**src/rtl/lg_arb_pkg.sv**
```systemverilog
`default_nettype none
// ============================================================================
// Module   : lg_arb_pkg
// Purpose  : Shared types and constants for the life-game cell RAM arbiter.
//            Requester ID encoding, default bus widths, stall counter width.
// Options  : none (LG_ARB_PERF_EN is consumed by lg_cell_arbiter)
// Revision : 1.0 - initial release
// ============================================================================
package lg_arb_pkg;

    localparam int C_ADDR_W  = 7;   // cell word address width (128 words)
    localparam int C_DATA_W  = 32;  // cell word width
    localparam int C_STALL_W = 16;  // width of each stall counter

    // Requester ID carried through the tag pipeline
    typedef enum logic [1:0] {
        REQ_NONE = 2'd0,
        REQ_VGA  = 2'd1,
        REQ_CPU  = 2'd2,
        REQ_ENG  = 2'd3
    } req_id_e;

endpackage : lg_arb_pkg
`default_nettype wire

```
**src/rtl/lg_cell_arbiter_if.sv**
```systemverilog
`default_nettype none
// ============================================================================
// Module   : lg_cell_arbiter_if
// Purpose  : Bundles the three requester handshakes and the cell RAM port.
// Ports    : vga_*  VGA read requester   (req/addr -> ack/rdata)
//            cpu_*  CPU requester        (req/we/addr/wdata -> ack/rdata)
//            eng_*  engine requester     (req/we/addr/wdata -> ack/rdata)
//            mem_*  RAM port             (en/we/addr/wdata -> rdata)
// Modports : slave  - arbiter side
//            master - requesters + RAM side
// Revision : 1.0 - initial release
// ============================================================================
interface lg_cell_arbiter_if
    import lg_arb_pkg::*;
#(
    parameter int ADDR_W = C_ADDR_W,
    parameter int DATA_W = C_DATA_W
);
    logic              vga_req;
    logic [ADDR_W-1:0] vga_addr;
    logic              vga_ack;
    logic [DATA_W-1:0] vga_rdata;

    logic              cpu_req;
    logic              cpu_we;
    logic [ADDR_W-1:0] cpu_addr;
    logic [DATA_W-1:0] cpu_wdata;
    logic              cpu_ack;
    logic [DATA_W-1:0] cpu_rdata;

    logic              eng_req;
    logic              eng_we;
    logic [ADDR_W-1:0] eng_addr;
    logic [DATA_W-1:0] eng_wdata;
    logic              eng_ack;
    logic [DATA_W-1:0] eng_rdata;

    logic              mem_en;
    logic              mem_we;
    logic [ADDR_W-1:0] mem_addr;
    logic [DATA_W-1:0] mem_wdata;
    logic [DATA_W-1:0] mem_rdata;

    modport slave (
        input  vga_req, vga_addr,
        output vga_ack, vga_rdata,
        input  cpu_req, cpu_we, cpu_addr, cpu_wdata,
        output cpu_ack, cpu_rdata,
        input  eng_req, eng_we, eng_addr, eng_wdata,
        output eng_ack, eng_rdata,
        output mem_en, mem_we, mem_addr, mem_wdata,
        input  mem_rdata
    );

    modport master (
        output vga_req, vga_addr,
        input  vga_ack, vga_rdata,
        output cpu_req, cpu_we, cpu_addr, cpu_wdata,
        input  cpu_ack, cpu_rdata,
        output eng_req, eng_we, eng_addr, eng_wdata,
        input  eng_ack, eng_rdata,
        input  mem_en, mem_we, mem_addr, mem_wdata,
        output mem_rdata
    );

endinterface : lg_cell_arbiter_if
`default_nettype wire

```
**src/rtl/lg_arb_pick.sv**
```systemverilog
`default_nettype none
// ============================================================================
// Module   : lg_arb_pick
// Purpose  : Combinational winner select for the cell RAM arbiter.
//            VGA has absolute priority; CPU and engine alternate on a tie,
//            preferring the one that did not win last.
// Ports    : elig    [2:0] eligible vector {ENG, CPU, VGA}
//            rr_last       last CPU/engine winner
//            winner        selected requester ID (REQ_NONE if none)
// Revision : 1.0 - initial release
// ============================================================================
module lg_arb_pick
    import lg_arb_pkg::*;
(
    input  wire logic [2:0] elig,
    input  req_id_e         rr_last,
    output req_id_e         winner
);

    always_comb begin
        winner = REQ_NONE;
        if (elig[0]) begin
            winner = REQ_VGA;
        end else if (elig[1] && elig[2]) begin
            winner = (rr_last == REQ_CPU) ? REQ_ENG : REQ_CPU;
        end else if (elig[1]) begin
            winner = REQ_CPU;
        end else if (elig[2]) begin
            winner = REQ_ENG;
        end
    end

endmodule : lg_arb_pick
`default_nettype wire

```
**src/rtl/lg_cell_arbiter.sv**
```systemverilog
`default_nettype none
// ============================================================================
// Module   : lg_cell_arbiter
// Purpose  : Arbitrates the single-port life-game cell RAM between the VGA
//            reader, the CPU and the world-update engine. A three-stage tag
//            pipeline (issue / RAM read / ack) tracks accesses in flight;
//            each requester has at most one access outstanding.
// Ports    : clk       RAM-domain clock, rising edge
//            rst       asynchronous active-high reset
//            bus       lg_cell_arbiter_if.slave (requesters + RAM port)
//            perf_clr  (LG_ARB_PERF_EN) synchronous clear of stall counters
//            *_stall   (LG_ARB_PERF_EN) saturating per-requester stall counts
// Options  : LG_ARB_PERF_EN - adds the stall counters and their ports
// Revision : 1.0 - initial release
// ============================================================================
module lg_cell_arbiter
    import lg_arb_pkg::*;
#(
    parameter int ADDR_W = C_ADDR_W,
    parameter int DATA_W = C_DATA_W
)(
    input  wire logic                 clk,
    input  wire logic                 rst,
`ifdef LG_ARB_PERF_EN
    input  wire logic                 perf_clr,
    output logic      [C_STALL_W-1:0] vga_stall,
    output logic      [C_STALL_W-1:0] cpu_stall,
    output logic      [C_STALL_W-1:0] eng_stall,
`endif
    lg_cell_arbiter_if.slave          bus
);

    // Tag pipeline and round-robin state
    req_id_e           r_tag_a;
    req_id_e           r_tag_b;
    req_id_e           r_tag_c;
    logic              r_we_b;     // write flag travelling with r_tag_b
    req_id_e           r_rr;

    // Registered RAM port
    logic              r_mem_en;
    logic              r_mem_we;
    logic [ADDR_W-1:0] r_mem_addr;
    logic [DATA_W-1:0] r_mem_wdata;

    // Registered completions
    logic              r_vga_ack;
    logic              r_cpu_ack;
    logic              r_eng_ack;
    logic [DATA_W-1:0] r_vga_rdata;
    logic [DATA_W-1:0] r_cpu_rdata;
    logic [DATA_W-1:0] r_eng_rdata;

    logic [2:0]        w_elig;
    logic [2:0]        w_win_oh;
    req_id_e           w_winner;
    logic              w_we;
    logic [ADDR_W-1:0] w_addr;
    logic [DATA_W-1:0] w_wdata;

    function automatic logic in_flight(input req_id_e id, input req_id_e a,
                                       input req_id_e b, input req_id_e c);
        return (a == id) || (b == id) || (c == id);
    endfunction

    // A requester still anywhere in the pipeline (including its ack cycle)
    // is not eligible, which enforces one outstanding access each.
    always_comb begin
        w_elig[0] = bus.vga_req && !in_flight(REQ_VGA, r_tag_a, r_tag_b, r_tag_c);
        w_elig[1] = bus.cpu_req && !in_flight(REQ_CPU, r_tag_a, r_tag_b, r_tag_c);
        w_elig[2] = bus.eng_req && !in_flight(REQ_ENG, r_tag_a, r_tag_b, r_tag_c);
    end

    lg_arb_pick u_pick (
        .elig    (w_elig),
        .rr_last (r_rr),
        .winner  (w_winner)
    );

    assign w_win_oh = {w_winner == REQ_ENG, w_winner == REQ_CPU, w_winner == REQ_VGA};

    // Winner's command; address/data fall back to current values when idle
    always_comb begin
        w_we    = 1'b0;
        w_addr  = r_mem_addr;
        w_wdata = r_mem_wdata;
        case (w_winner)
            REQ_VGA: begin
                w_addr  = bus.vga_addr;
                w_wdata = '0;
            end
            REQ_CPU: begin
                w_we    = bus.cpu_we;
                w_addr  = bus.cpu_addr;
                w_wdata = bus.cpu_wdata;
            end
            REQ_ENG: begin
                w_we    = bus.eng_we;
                w_addr  = bus.eng_addr;
                w_wdata = bus.eng_wdata;
            end
            default: ;
        endcase
    end

    always_ff @(posedge clk or posedge rst) begin
        if (rst) begin
            r_tag_a     <= REQ_NONE;
            r_tag_b     <= REQ_NONE;
            r_tag_c     <= REQ_NONE;
            r_we_b      <= 1'b0;
            r_rr        <= REQ_ENG;
            r_mem_en    <= 1'b0;
            r_mem_we    <= 1'b0;
            r_mem_addr  <= '0;
            r_mem_wdata <= '0;
            r_vga_ack   <= 1'b0;
            r_cpu_ack   <= 1'b0;
            r_eng_ack   <= 1'b0;
            r_vga_rdata <= '0;
            r_cpu_rdata <= '0;
            r_eng_rdata <= '0;
        end else begin
            // Issue stage
            r_tag_a  <= w_winner;
            r_mem_en <= (w_winner != REQ_NONE);
            r_mem_we <= w_we;
            if (w_winner != REQ_NONE) begin
                r_mem_addr  <= w_addr;
                r_mem_wdata <= w_wdata;
            end
            if (w_win_oh[1] || w_win_oh[2]) begin
                r_rr <= w_winner;
            end

            // Advance; RAM data for the tag_b access is valid now
            r_tag_b <= r_tag_a;
            r_we_b  <= r_mem_we;
            r_tag_c <= r_tag_b;

            r_vga_ack <= (r_tag_b == REQ_VGA);
            r_cpu_ack <= (r_tag_b == REQ_CPU);
            r_eng_ack <= (r_tag_b == REQ_ENG);
            if (r_tag_b == REQ_VGA && !r_we_b) r_vga_rdata <= bus.mem_rdata;
            if (r_tag_b == REQ_CPU && !r_we_b) r_cpu_rdata <= bus.mem_rdata;
            if (r_tag_b == REQ_ENG && !r_we_b) r_eng_rdata <= bus.mem_rdata;
        end
    end

    assign bus.mem_en    = r_mem_en;
    assign bus.mem_we    = r_mem_we;
    assign bus.mem_addr  = r_mem_addr;
    assign bus.mem_wdata = r_mem_wdata;
    assign bus.vga_ack   = r_vga_ack;
    assign bus.cpu_ack   = r_cpu_ack;
    assign bus.eng_ack   = r_eng_ack;
    assign bus.vga_rdata = r_vga_rdata;
    assign bus.cpu_rdata = r_cpu_rdata;
    assign bus.eng_rdata = r_eng_rdata;

`ifdef LG_ARB_PERF_EN
    // Stall = eligible at this edge but another requester was selected
    logic [C_STALL_W-1:0] r_stall [3];

    always_ff @(posedge clk or posedge rst) begin
        if (rst) begin
            for (int i = 0; i < 3; i++) r_stall[i] <= '0;
        end else if (perf_clr) begin
            for (int i = 0; i < 3; i++) r_stall[i] <= '0;
        end else begin
            for (int i = 0; i < 3; i++) begin
                if (w_elig[i] && !w_win_oh[i] && (r_stall[i] != '1)) begin
                    r_stall[i] <= r_stall[i] + 1'b1;
                end
            end
        end
    end

    assign vga_stall = r_stall[0];
    assign cpu_stall = r_stall[1];
    assign eng_stall = r_stall[2];
`else
    // Without the counters, the one-hot only serves the rr update
    logic w_unused_oh;
    assign w_unused_oh = w_win_oh[0];
`endif

endmodule : lg_cell_arbiter
`default_nettype wire
```
**src/flat_wrapper.sv**
```systemverilog
// flat-port wrapper written by rule: the top's interface ports become plain ports
module lg_cell_arbiter_flat import lg_arb_pkg::*;
#(
    parameter int ADDR_W = C_ADDR_W,
    parameter int DATA_W = C_DATA_W
)
  (clk, rst, bus_vga_req, bus_vga_addr, bus_vga_ack, bus_vga_rdata, bus_cpu_req, bus_cpu_we, bus_cpu_addr, bus_cpu_wdata, bus_cpu_ack, bus_cpu_rdata, bus_eng_req, bus_eng_we, bus_eng_addr, bus_eng_wdata, bus_eng_ack, bus_eng_rdata, bus_mem_en, bus_mem_we, bus_mem_addr, bus_mem_wdata, bus_mem_rdata);
  lg_cell_arbiter_if #(.ADDR_W(ADDR_W), .DATA_W(DATA_W)) bus_i ();
  input  wire logic clk;
  input  wire logic rst;
  input wire logic [$bits(bus_i.vga_req)-1:0] bus_vga_req;
  input wire logic [$bits(bus_i.vga_addr)-1:0] bus_vga_addr;
  output wire logic [$bits(bus_i.vga_ack)-1:0] bus_vga_ack;
  output wire logic [$bits(bus_i.vga_rdata)-1:0] bus_vga_rdata;
  input wire logic [$bits(bus_i.cpu_req)-1:0] bus_cpu_req;
  input wire logic [$bits(bus_i.cpu_we)-1:0] bus_cpu_we;
  input wire logic [$bits(bus_i.cpu_addr)-1:0] bus_cpu_addr;
  input wire logic [$bits(bus_i.cpu_wdata)-1:0] bus_cpu_wdata;
  output wire logic [$bits(bus_i.cpu_ack)-1:0] bus_cpu_ack;
  output wire logic [$bits(bus_i.cpu_rdata)-1:0] bus_cpu_rdata;
  input wire logic [$bits(bus_i.eng_req)-1:0] bus_eng_req;
  input wire logic [$bits(bus_i.eng_we)-1:0] bus_eng_we;
  input wire logic [$bits(bus_i.eng_addr)-1:0] bus_eng_addr;
  input wire logic [$bits(bus_i.eng_wdata)-1:0] bus_eng_wdata;
  output wire logic [$bits(bus_i.eng_ack)-1:0] bus_eng_ack;
  output wire logic [$bits(bus_i.eng_rdata)-1:0] bus_eng_rdata;
  output wire logic [$bits(bus_i.mem_en)-1:0] bus_mem_en;
  output wire logic [$bits(bus_i.mem_we)-1:0] bus_mem_we;
  output wire logic [$bits(bus_i.mem_addr)-1:0] bus_mem_addr;
  output wire logic [$bits(bus_i.mem_wdata)-1:0] bus_mem_wdata;
  input wire logic [$bits(bus_i.mem_rdata)-1:0] bus_mem_rdata;
  assign bus_i.vga_req = bus_vga_req;
  assign bus_i.vga_addr = bus_vga_addr;
  assign bus_vga_ack = bus_i.vga_ack;
  assign bus_vga_rdata = bus_i.vga_rdata;
  assign bus_i.cpu_req = bus_cpu_req;
  assign bus_i.cpu_we = bus_cpu_we;
  assign bus_i.cpu_addr = bus_cpu_addr;
  assign bus_i.cpu_wdata = bus_cpu_wdata;
  assign bus_cpu_ack = bus_i.cpu_ack;
  assign bus_cpu_rdata = bus_i.cpu_rdata;
  assign bus_i.eng_req = bus_eng_req;
  assign bus_i.eng_we = bus_eng_we;
  assign bus_i.eng_addr = bus_eng_addr;
  assign bus_i.eng_wdata = bus_eng_wdata;
  assign bus_eng_ack = bus_i.eng_ack;
  assign bus_eng_rdata = bus_i.eng_rdata;
  assign bus_mem_en = bus_i.mem_en;
  assign bus_mem_we = bus_i.mem_we;
  assign bus_mem_addr = bus_i.mem_addr;
  assign bus_mem_wdata = bus_i.mem_wdata;
  assign bus_i.mem_rdata = bus_mem_rdata;
  lg_cell_arbiter #(.ADDR_W(ADDR_W), .DATA_W(DATA_W)) u_core (.clk(clk), .rst(rst), .bus(bus_i));
endmodule
```
**config.mk**
```make
export PLATFORM = sky130hd
export DESIGN_NAME = lg_cell_arbiter_flat
export DESIGN_NICKNAME = d
export VERILOG_FILES = /design/src/rtl/lg_arb_pkg.sv /design/src/rtl/lg_cell_arbiter_if.sv /design/src/rtl/lg_arb_pick.sv /design/src/rtl/lg_cell_arbiter.sv /design/src/flat_wrapper.sv
export SDC_FILE = /design/constraint.sdc
export NUM_CORES = 1
export LEC_CHECK = 0
export ABC_CLOCK_PERIOD_IN_PS = 4510
export CAP_MARGIN = 20
export CORE_ASPECT_RATIO = 1.25
export CORE_MARGIN = 5
export CORE_UTILIZATION = 38
export DETAILED_ROUTE_END_ITERATION = 8
export MAX_ROUTING_LAYER = met4
export PLACE_DENSITY = 0.8
export REMOVE_ABC_BUFFERS = 1
export SLEW_MARGIN = 5
export SYNTH_ARGS = -nofsm -noshare
export SYNTH_HDL_FRONTEND = slang
export SYNTH_SLANG_ARGS = --single-unit
```
**constraint.sdc**
```tcl
create_clock -name clk -period 4.51 [get_ports clk]
set_input_delay 0.902 -clock clk [delete_from_list [all_inputs] [get_ports clk]]
set_output_delay 0.902 -clock clk [all_outputs]
set_load 0.02 [all_outputs]
```
======== After elaboration in Yosys (flattened, before gate mapping) ========
Cells that the tools add are included.
cells by class
  equality and inequality tests ........... 13
  reduce and logical (&&, ||, !) cells .... 21
  muxes and demuxes ....................... 8
operators with widths
  cell                count
  $pmux 32 s3         1
  $pmux 7 s3          1
  $eq 2x2->1 const B  9
  $eq 2x1->1 const B  4
  $mux 2              4
  $logic_and 1x1->1   7
  $logic_or 1x1->1    7
  $logic_not 1->1     4
  $reduce_bool 3->1   1
  $pmux 1 s2          1
  $reduce_and 2->1    1
  $reduce_bool 2->1   1
  $mux 1              1
word-level totals
  flip-flop bits (word level) ............. 149
  output and inout port bits .............. 140

======== Logic depth before layout (Yosys ltp) ========
Gate-level depths: netlist (run 1).
  word-level depth ........................ 12
  depth in mapped cells ................... 8

======== Cells and area by module ========
From an unflattened synthesis (run 1), not the netlist that was laid out.
second synthesis, totals
  cell total of the unflattened synthesis .. 367
  area total of the unflattened synthesis .. 5938.2 um2
modules (own cells, without submodules)
  module           instances  sequential area each (um2)  cells an instance  area each (um2)
  lg_cell_arbiter  1          3731.1                      361                5904.4
  lg_arb_pick      1          0.0                         6                  33.8

======== Least setup slack after synthesis (run 1) ========
Ideal clock, no wire load.
  kind .................................... input to register
  start ................................... in bus_eng_req
  end ..................................... reg u_core.r_mem_wdata[17], in the netlist u_core.bus.mem_wdata[17]
  data arrival time ....................... 1.997 ns
  path buffers ............................ 1
  path slack .............................. 2.395 ns
  setup time .............................. 0.118 ns
  cell stages on the path ................. 6
  cell sequence ........................... a21boi_2 and2_2 nor3_2 buf_4 a22o_1 a21o_1
between the ends
  word-level cells in the longest chain between the ends .. 8
  elaborated cells between the ends (all ways) .. 13
  those cells by class .................... 3 x eq/ne; 5 x mux; 5 x reduce/logical
RTL lines
  what                                      line                    source
  start: declaration                        flat_wrapper.sv:21      input wire logic [$bits(bus_i.eng_req)-1:0] bus_eng_req;
  $logic_and 1x1->1 (*)                     lg_cell_arbiter.sv:71   w_elig[2] = bus.eng_req && !in_flight(REQ_ENG, r_tag_a, r_tag_b, r_tag_c);
  $mux 2                                    lg_arb_pick.sv:28       end else if (elig[2]) begin
  $mux 2                                    lg_arb_pick.sv:26       end else if (elig[1]) begin
  $mux 2 (*)                                lg_arb_pick.sv:24       end else if (elig[1] && elig[2]) begin
  $mux 2 (*)                                lg_arb_pick.sv:22       if (elig[0]) begin
  $eq 2x1->1 or $eq 2x2->1 (tied branches)  --
  $reduce_bool 3->1 (no source line)        --
  $reduce_and 2->1 (no source line)         --
  end signal: assignment                    lg_cell_arbiter.sv:130  r_mem_wdata <= w_wdata;
  end: declaration                          lg_cell_arbiter.sv:44   logic [DATA_W-1:0] r_mem_wdata;
Every way passes the cells marked *; elsewhere a longest branch is shown, timed or not.
A chain may end at the register's enable or synchronous reset.

======== Final worst setup path (run 1) ========
  start ................................... in bus_cpu_req
  end ..................................... reg u_core.r_mem_addr[1], in the netlist u_core.bus.mem_addr[1]
between the ends
  word-level cells in the longest chain between the ends .. 7
  elaborated cells between the ends (all ways) .. 12
  those cells by class .................... 3 x eq/ne; 4 x mux; 5 x reduce/logical
RTL lines
  what                                         line                                  source
  start: declaration                           flat_wrapper.sv:15                    input wire logic [$bits(bus_i.cpu_req)-1:0] bus_cpu_req;
  $logic_and 1x1->1 (*)                        lg_cell_arbiter.sv:70                 w_elig[1] = bus.cpu_req && !in_flight(REQ_CPU, r_tag_a, r_tag_b, r_tag_c);
  $mux 2 or $logic_and 1x1->1 (tied branches)  lg_arb_pick.sv:26, lg_arb_pick.sv:24
  $mux 2 (*)                                   lg_arb_pick.sv:24
  $mux 2 (*)                                   lg_arb_pick.sv:22
  $eq 2x1->1 or $eq 2x2->1 (tied branches)     --
  $reduce_bool 3->1 (no source line)           --
  $reduce_and 2->1 (no source line)            --
  end signal: assignment                       lg_cell_arbiter.sv:129                r_mem_addr <= w_addr;
  end: declaration                             lg_cell_arbiter.sv:43                 logic [ADDR_W-1:0] r_mem_addr;
Marks and branches as above.

==> impl_metrics.tcl, run 1 <==
set metrics [dict create \
    status "complete, no violations" \
    start_util_pct 38.4 \
    cts_buffer_depth 2 \
    cts_tree "yes" \
    required_ns 4.84 \
    drt_wl_total_mm 16.2 \
    hold_depth 0 \
    syn_area_per_cell_sq_um 14.5 \
    hold_buffers 0 \
    vdd_drop_max_uv 341 \
    synth_area_sq_um 5930 \
    core_sq_um 15400 \
    clock-sinks 149 \
    grt_usage_pct 18.4 \
    timing.slew.headroom_pct 28.2 \
    synth_cells 409 \
    grt_max_degree 91 \
    grt_overflow 0 \
    clk_pin_slew_worst_paths_ns 0.06 \
    dp_hpwl_mm 12.0 \
    area_growth_pct 56.8 \
    hold_end "u_core.r_we_b" \
    synth_top_area_cell "dfrtp_1" \
    cts_resized 0 \
    rsz0062_at_grt "false" \
    hold_viol 0 \
    antenna_found_initial 0 \
    rr_endpoint "u_core.bus.mem_addr[1]" \
    p_total_w 0.00768 \
    rrSetupSlack_ns 2.37 \
    rr_startpoint "u_core.r_tag_b[0]" \
    path_max_fanout 40 \
    hold_path_startpoint "u_core.bus.mem_we" \
    dr.pass1.iters 4 \
    finalMaxSlewViolations 0 \
    drt-vias-per-instance 5.02 \
    synth_ff_type "dfrtp_1" \
    route.antenna.remaining_nets 0 \
    clock_latency_ns 0.41 \
    ioPinCount 264 \
    setup_viol 0 \
    worstMarginPinSlew_ns 1.07 \
    critical-path-max-stage-delay_ns 0.49 \
    synth.top_cell.area_share_pct 62.0 \
    crit_arrival_ns 2.84 \
    yosysSeqAreaShare_pct 62.9 \
    nets 795 \
    mostFrequentLayoutCell "clkdlybuf4s50_1" \
    layout_common_cells "clkdlybuf4s50_1 (263), dfrtp_1 (147), mux2_2 (95), a22o_1 (33), a21o_1 (33)" \
    wire_per_inst_um 18.1 \
    drc 0 \
    synth.distinct_cells 32 \
    cts_max_level 4 \
    synth_seq_cells 149 \
    synth_edf_count 0 \
    timing.final.crit_period_ns 2.51 \
    die-width_um 122 \
    die_y_um 150 \
    std_cell_rows 51 \
    design_area_sq_um 9310 \
    cp-start-kind "primary input" \
    dr_total_vias 4496 \
    placed_area_sq_um 8740 \
    maxCapViolations 0 \
    grt_pass1_vias 5069 \
    fmax_mhz 399 \
    dpl.cell_count 864 \
    skew_ns 0.00842 \
    die_area_sq_um 18200 \
    final_util_pct 60.3 \
    synthTopCellsByArea "dfrtp_1 (62%), mux2_2 (18%), a22o_1 (4.9%)" \
    postCtsSetupBuffers 0 \
    dr.first_iter.drc_count 227 \
    crit_chain "clkdlybuf4s50_1, o2111a_1, o211a_1, buf_4, a22oi_1, a21oi_1" \
    cp-end-kind "register" \
    grt_pass1_wl_mm 25.5 \
    drive_gt1_share_pct 21.4 \
    cpMaxStageDelayCell "clkdlybuf4s50_1" \
    reg2regPathDepth 6 \
    cts-root-buf "clkbuf_16" \
    n_fill_cell 1247 \
    synthArstFlopShare_pct 100 \
    hold_slack_ns 0.421 \
    post-route-period-util_pct 55.6 \
    p_per_area_nw_per_um2 825 \
    instances_no_fill 895 \
    antenna_cells 0 \
    p_leak_nw 4.09 \
    cts-buffers-inserted 17 \
    portBuffers 263 \
    yosysWarnings 0 \
    worstSetupPathType "in2reg" \
    gp_routability_congestion 0.785 \
    hp-class "reg2reg" \
]
## per-layer routing
layer	track usage (%)	share of wire, %	vias up
met2	31.5	52	218
met1	20.5	39	2231
met4	7.51	2.3	0
met3	4.80	7.2	29
met5	-	0	-
li1	-	-	2018
## metrics by stage
stage          worst slack [ns]  TNS [ns]
2_1_floorplan            -0.397    -58.32
3_3_place_gp               1.69         0
3_5_place_dp               1.59         0
4_1_cts                    2.04         0
5_1_grt                    1.89         0
6_report                   2.00         0
## cells in the mapped netlist (2+ instances only)
master / number
o21ai_0: 7
dfrtp_1: 147
clkbuf_1: 3
nand2_1: 3
buf_2: 13
a22o_1: 33
buf_6: 5
buf_4: 4
a21o_1: 33
a22oi_1: 7
nand3_1: 7
mux2_2: 95
nand2b_1: 7
inv_1: 5
a21oi_1: 14
dfstp_2: 2
nor2_1: 9
## final cells by class
| class | count | area [sq um] | area share [%] |
|---|---|---|---|
| Sequential cell | 149 | 3730 | 40.1 |
| Clock buffer | 18 | 439 | 4.72 |
| Clock inverter | 13 | 131 | 1.41 |
| Inverter | 6 | 27.5 | 0.296 |
| Timing Repair Buffer | 268 | 2670 | 28.7 |
| Tap cell | 212 | 265 | 2.85 |
| Multi-Input combinational cell | 229 | 2040 | 21.9 |
## cells by family (layout without fill, tap and decap cells)
family	count (synthesis)	in the layout	share of synthesized area [%]
AO/OA/AOI/OAI	99	99	12.6
AND/OR/NAND/NOR	34	34	3.18
multiplexers	96	96	18.2
flip-flops	149	149	62.9
buffers and inverters	31	305	3.12
## registers in the layout, indices dropped and copies added, names as in the netlist, 2 cells and up
name                  flops
u_core.r_tag_c            2
u_core.bus.mem_wdata     32
u_core.r_tag_a            2
u_core.bus.cpu_rdata     32
u_core.bus.eng_rdata     32
u_core.bus.vga_rdata     32
u_core.r_tag_b            2
u_core.bus.mem_addr       7
u_core.r_rr               2
## power breakdown
| group | switching, W | leakage, nW | internal, W |
|---|---|---|---|
| clock network | 0.000529 | 0.282 | 0.000823 |
| logic | 0.00191 | 2.02 | 0.00202 |
| registers | 0.000380 | 1.78 | 0.00202 |
## critical path: cells and delay by family
family          cells  cell delay, ns
compound gates      4            1.07
buf+inv             2            0.85
## worst max-delay path by stage
| stage | from | to | depth (start not counted) |
|---|---|---|---|
| 2_1_floorplan | rst | u_core.bus.cpu_ack | 1 |
| 3_3_place_gp | bus_cpu_req | u_core.bus.mem_addr[6] | 6 |
| 3_5_place_dp | bus_cpu_req | u_core.bus.mem_addr[1] | 6 |
| 4_1_cts | bus_cpu_req | u_core.bus.mem_addr[1] | 6 |
| 5_1_grt | bus_cpu_req | u_core.bus.mem_addr[4] | 6 |
| 6_report | bus_cpu_req | u_core.bus.mem_addr[1] | 6 |
Note: power is estimated with default switching activity, not from simulation.
==> run 2, diff against run 1 <==
- ABC_CLOCK_PERIOD_IN_PS: 4510 -> 2200
- clock period: 4.51 -> 2.2 ns (I/O delays scaled with it)
==> impl_metrics.tcl, run 2 (synthesized netlist as in run 1, its figures left out) <==
set metrics [dict create \
    status "complete, no violations" \
    dr.pass1.iters 4 \
    grt_pass1_wl_mm 26.6 \
    cts-buffers-inserted 17 \
    path_max_fanout 2 \
    start_util_pct 38.4 \
    worstMarginPinSlew_ns 0.483 \
    grt_max_degree 51 \
    fin_ws_ns 0.335 \
    timing.slew.headroom_pct 67.8 \
    path_delay_family "buffers and inverters" \
    p_leak_nw 4.19 \
    maxCapViolations 0 \
    pre_cts_slack_ns 0.0715 \
    cts_tree "yes" \
    cts_buffer_depth 2 \
    post-route-period-util_pct 84.8 \
    crit_arrival_ns 1.42 \
    grt_usage_pct 19.2 \
    std_cell_rows 51 \
    layout_common_cells "clkdlybuf4s50_1 (263), dfrtp_1 (147), mux2_2 (95), a22o_1 (33), a21o_1 (33)" \
    finalMaxSlewViolations 0 \
    clk_pin_slew_worst_paths_ns 0.07 \
    cp-start-kind "register" \
    setup_viol 0 \
    portBuffers 263 \
    nets 811 \
    hold_buffers 0 \
    p_per_area_nw_per_um2 1690 \
    rsz0062_at_grt "false" \
    die_y_um 150 \
    drt_wl_total_mm 16.6 \
    drive_gt1_share_pct 23.3 \
    cts-root-buf "clkbuf_16" \
    cts_max_level 4 \
    critical-path-max-stage-delay_ns 0.63 \
    die-width_um 122 \
    die_area_sq_um 18200 \
    route.antenna.remaining_nets 0 \
    mostFrequentLayoutCell "clkdlybuf4s50_1" \
    cpMaxStageDelayCell "clkdlybuf4s50_1" \
    cts_resized 0 \
    clock-sinks 149 \
    grt_pass1_vias 5209 \
    crit_chain "clkdlybuf4s50_1" \
    gp_routability_congestion 0.787 \
    postCtsSetupBuffers 0 \
    drt-vias-per-instance 4.93 \
    ioPinCount 264 \
    area_growth_pct 60.7 \
    vdd_drop_max_uv 750 \
    core_sq_um 15400 \
    grt_overflow 0 \
    hold_viol 0 \
    clock_latency_ns 0.41 \
    antenna_cells 0 \
    hp-class "reg2reg" \
    fmax_mhz 536 \
    crit_buf_inv 1 \
    antenna_found_initial 0 \
    drc 0 \
    worstSetupPathType "reg2out" \
    cp-end-kind "primary output" \
    dp_hpwl_mm 12.4 \
    skew_ns 0.00957 \
    dr.first_iter.drc_count 167 \
    required_ns 1.76 \
    wire_per_inst_um 18.3 \
    setup_tns_ns 0 \
    timing.final.crit_period_ns 1.86 \
    dr_total_vias 4498 \
]
==> run 2: per-stage QoR <==
step	instance area [sq um]	instances	total power [W]	utilization, %	hold WS, ns
2_1_floorplan	5770	384	0.00928	-	0.403
3_3_place_gp	8960	880	0.0132	58.0	0.397
3_5_place_dp	8960	880	0.0135	58.0	0.389
4_1_cts	9540	912	0.0164	61.7	0.408
5_1_grt	9540	912	0.0171	61.7	0.415
6_report	9540	912	0.0161	61.7	0.403
==> run 2: metal layers <==
layer / share of wire, % / vias to the layer above / wire length [um] / track usage, %
met2: 52 / 217 / 8680 / 32.7
met3: 7.5 / 20 / 1250 / 4.91
met5: 0 / - / 0 / -
met1: 38 / 2216 / 6380 / 21.6
met4: 2.0 / 0 / 332 / 7.29
li1: - / 2045 / - / -
==> run 2: power breakdown <==
group / switching [W] / internal (W) / leakage, nW
logic: 0.00399 / 0.00443 / 2.13
registers: 0.000779 / 0.00413 / 1.78
clock network: 0.00119 / 0.00162 / 0.280
==> run 2: cell type report <==
type                       instances  area [sq um]
clock buffer                      18           439
clock inverter                    14           140
fill                            1205          5910
inverter                           6          27.5
multi-input combinational        229          2040
sequential                       149          3730
tap                              212           265
timing repair buffer             284          2890
==> run 2: worst paths after layout <==
check / startpoint / endpoint / slack (ns) / cells after the start
worst max-delay path: u_core.bus.mem_wdata[16] / bus_mem_wdata[16] / 0.34 / 1
worst min-delay path: u_core.bus.mem_we / u_core.r_we_b / 0.40 / 0
worst max register to register: u_core.r_tag_b[1] / u_core.bus.mem_wdata[26] / 0.34 / 6
worst min register to register: u_core.bus.mem_we / u_core.r_we_b / 0.40 / 0
max in group asynchronous: rst / u_core.bus.cpu_rdata[2] / 1.20 / 3
min in group asynchronous: rst / u_core.bus.mem_wdata[12] / 0.45 / 2
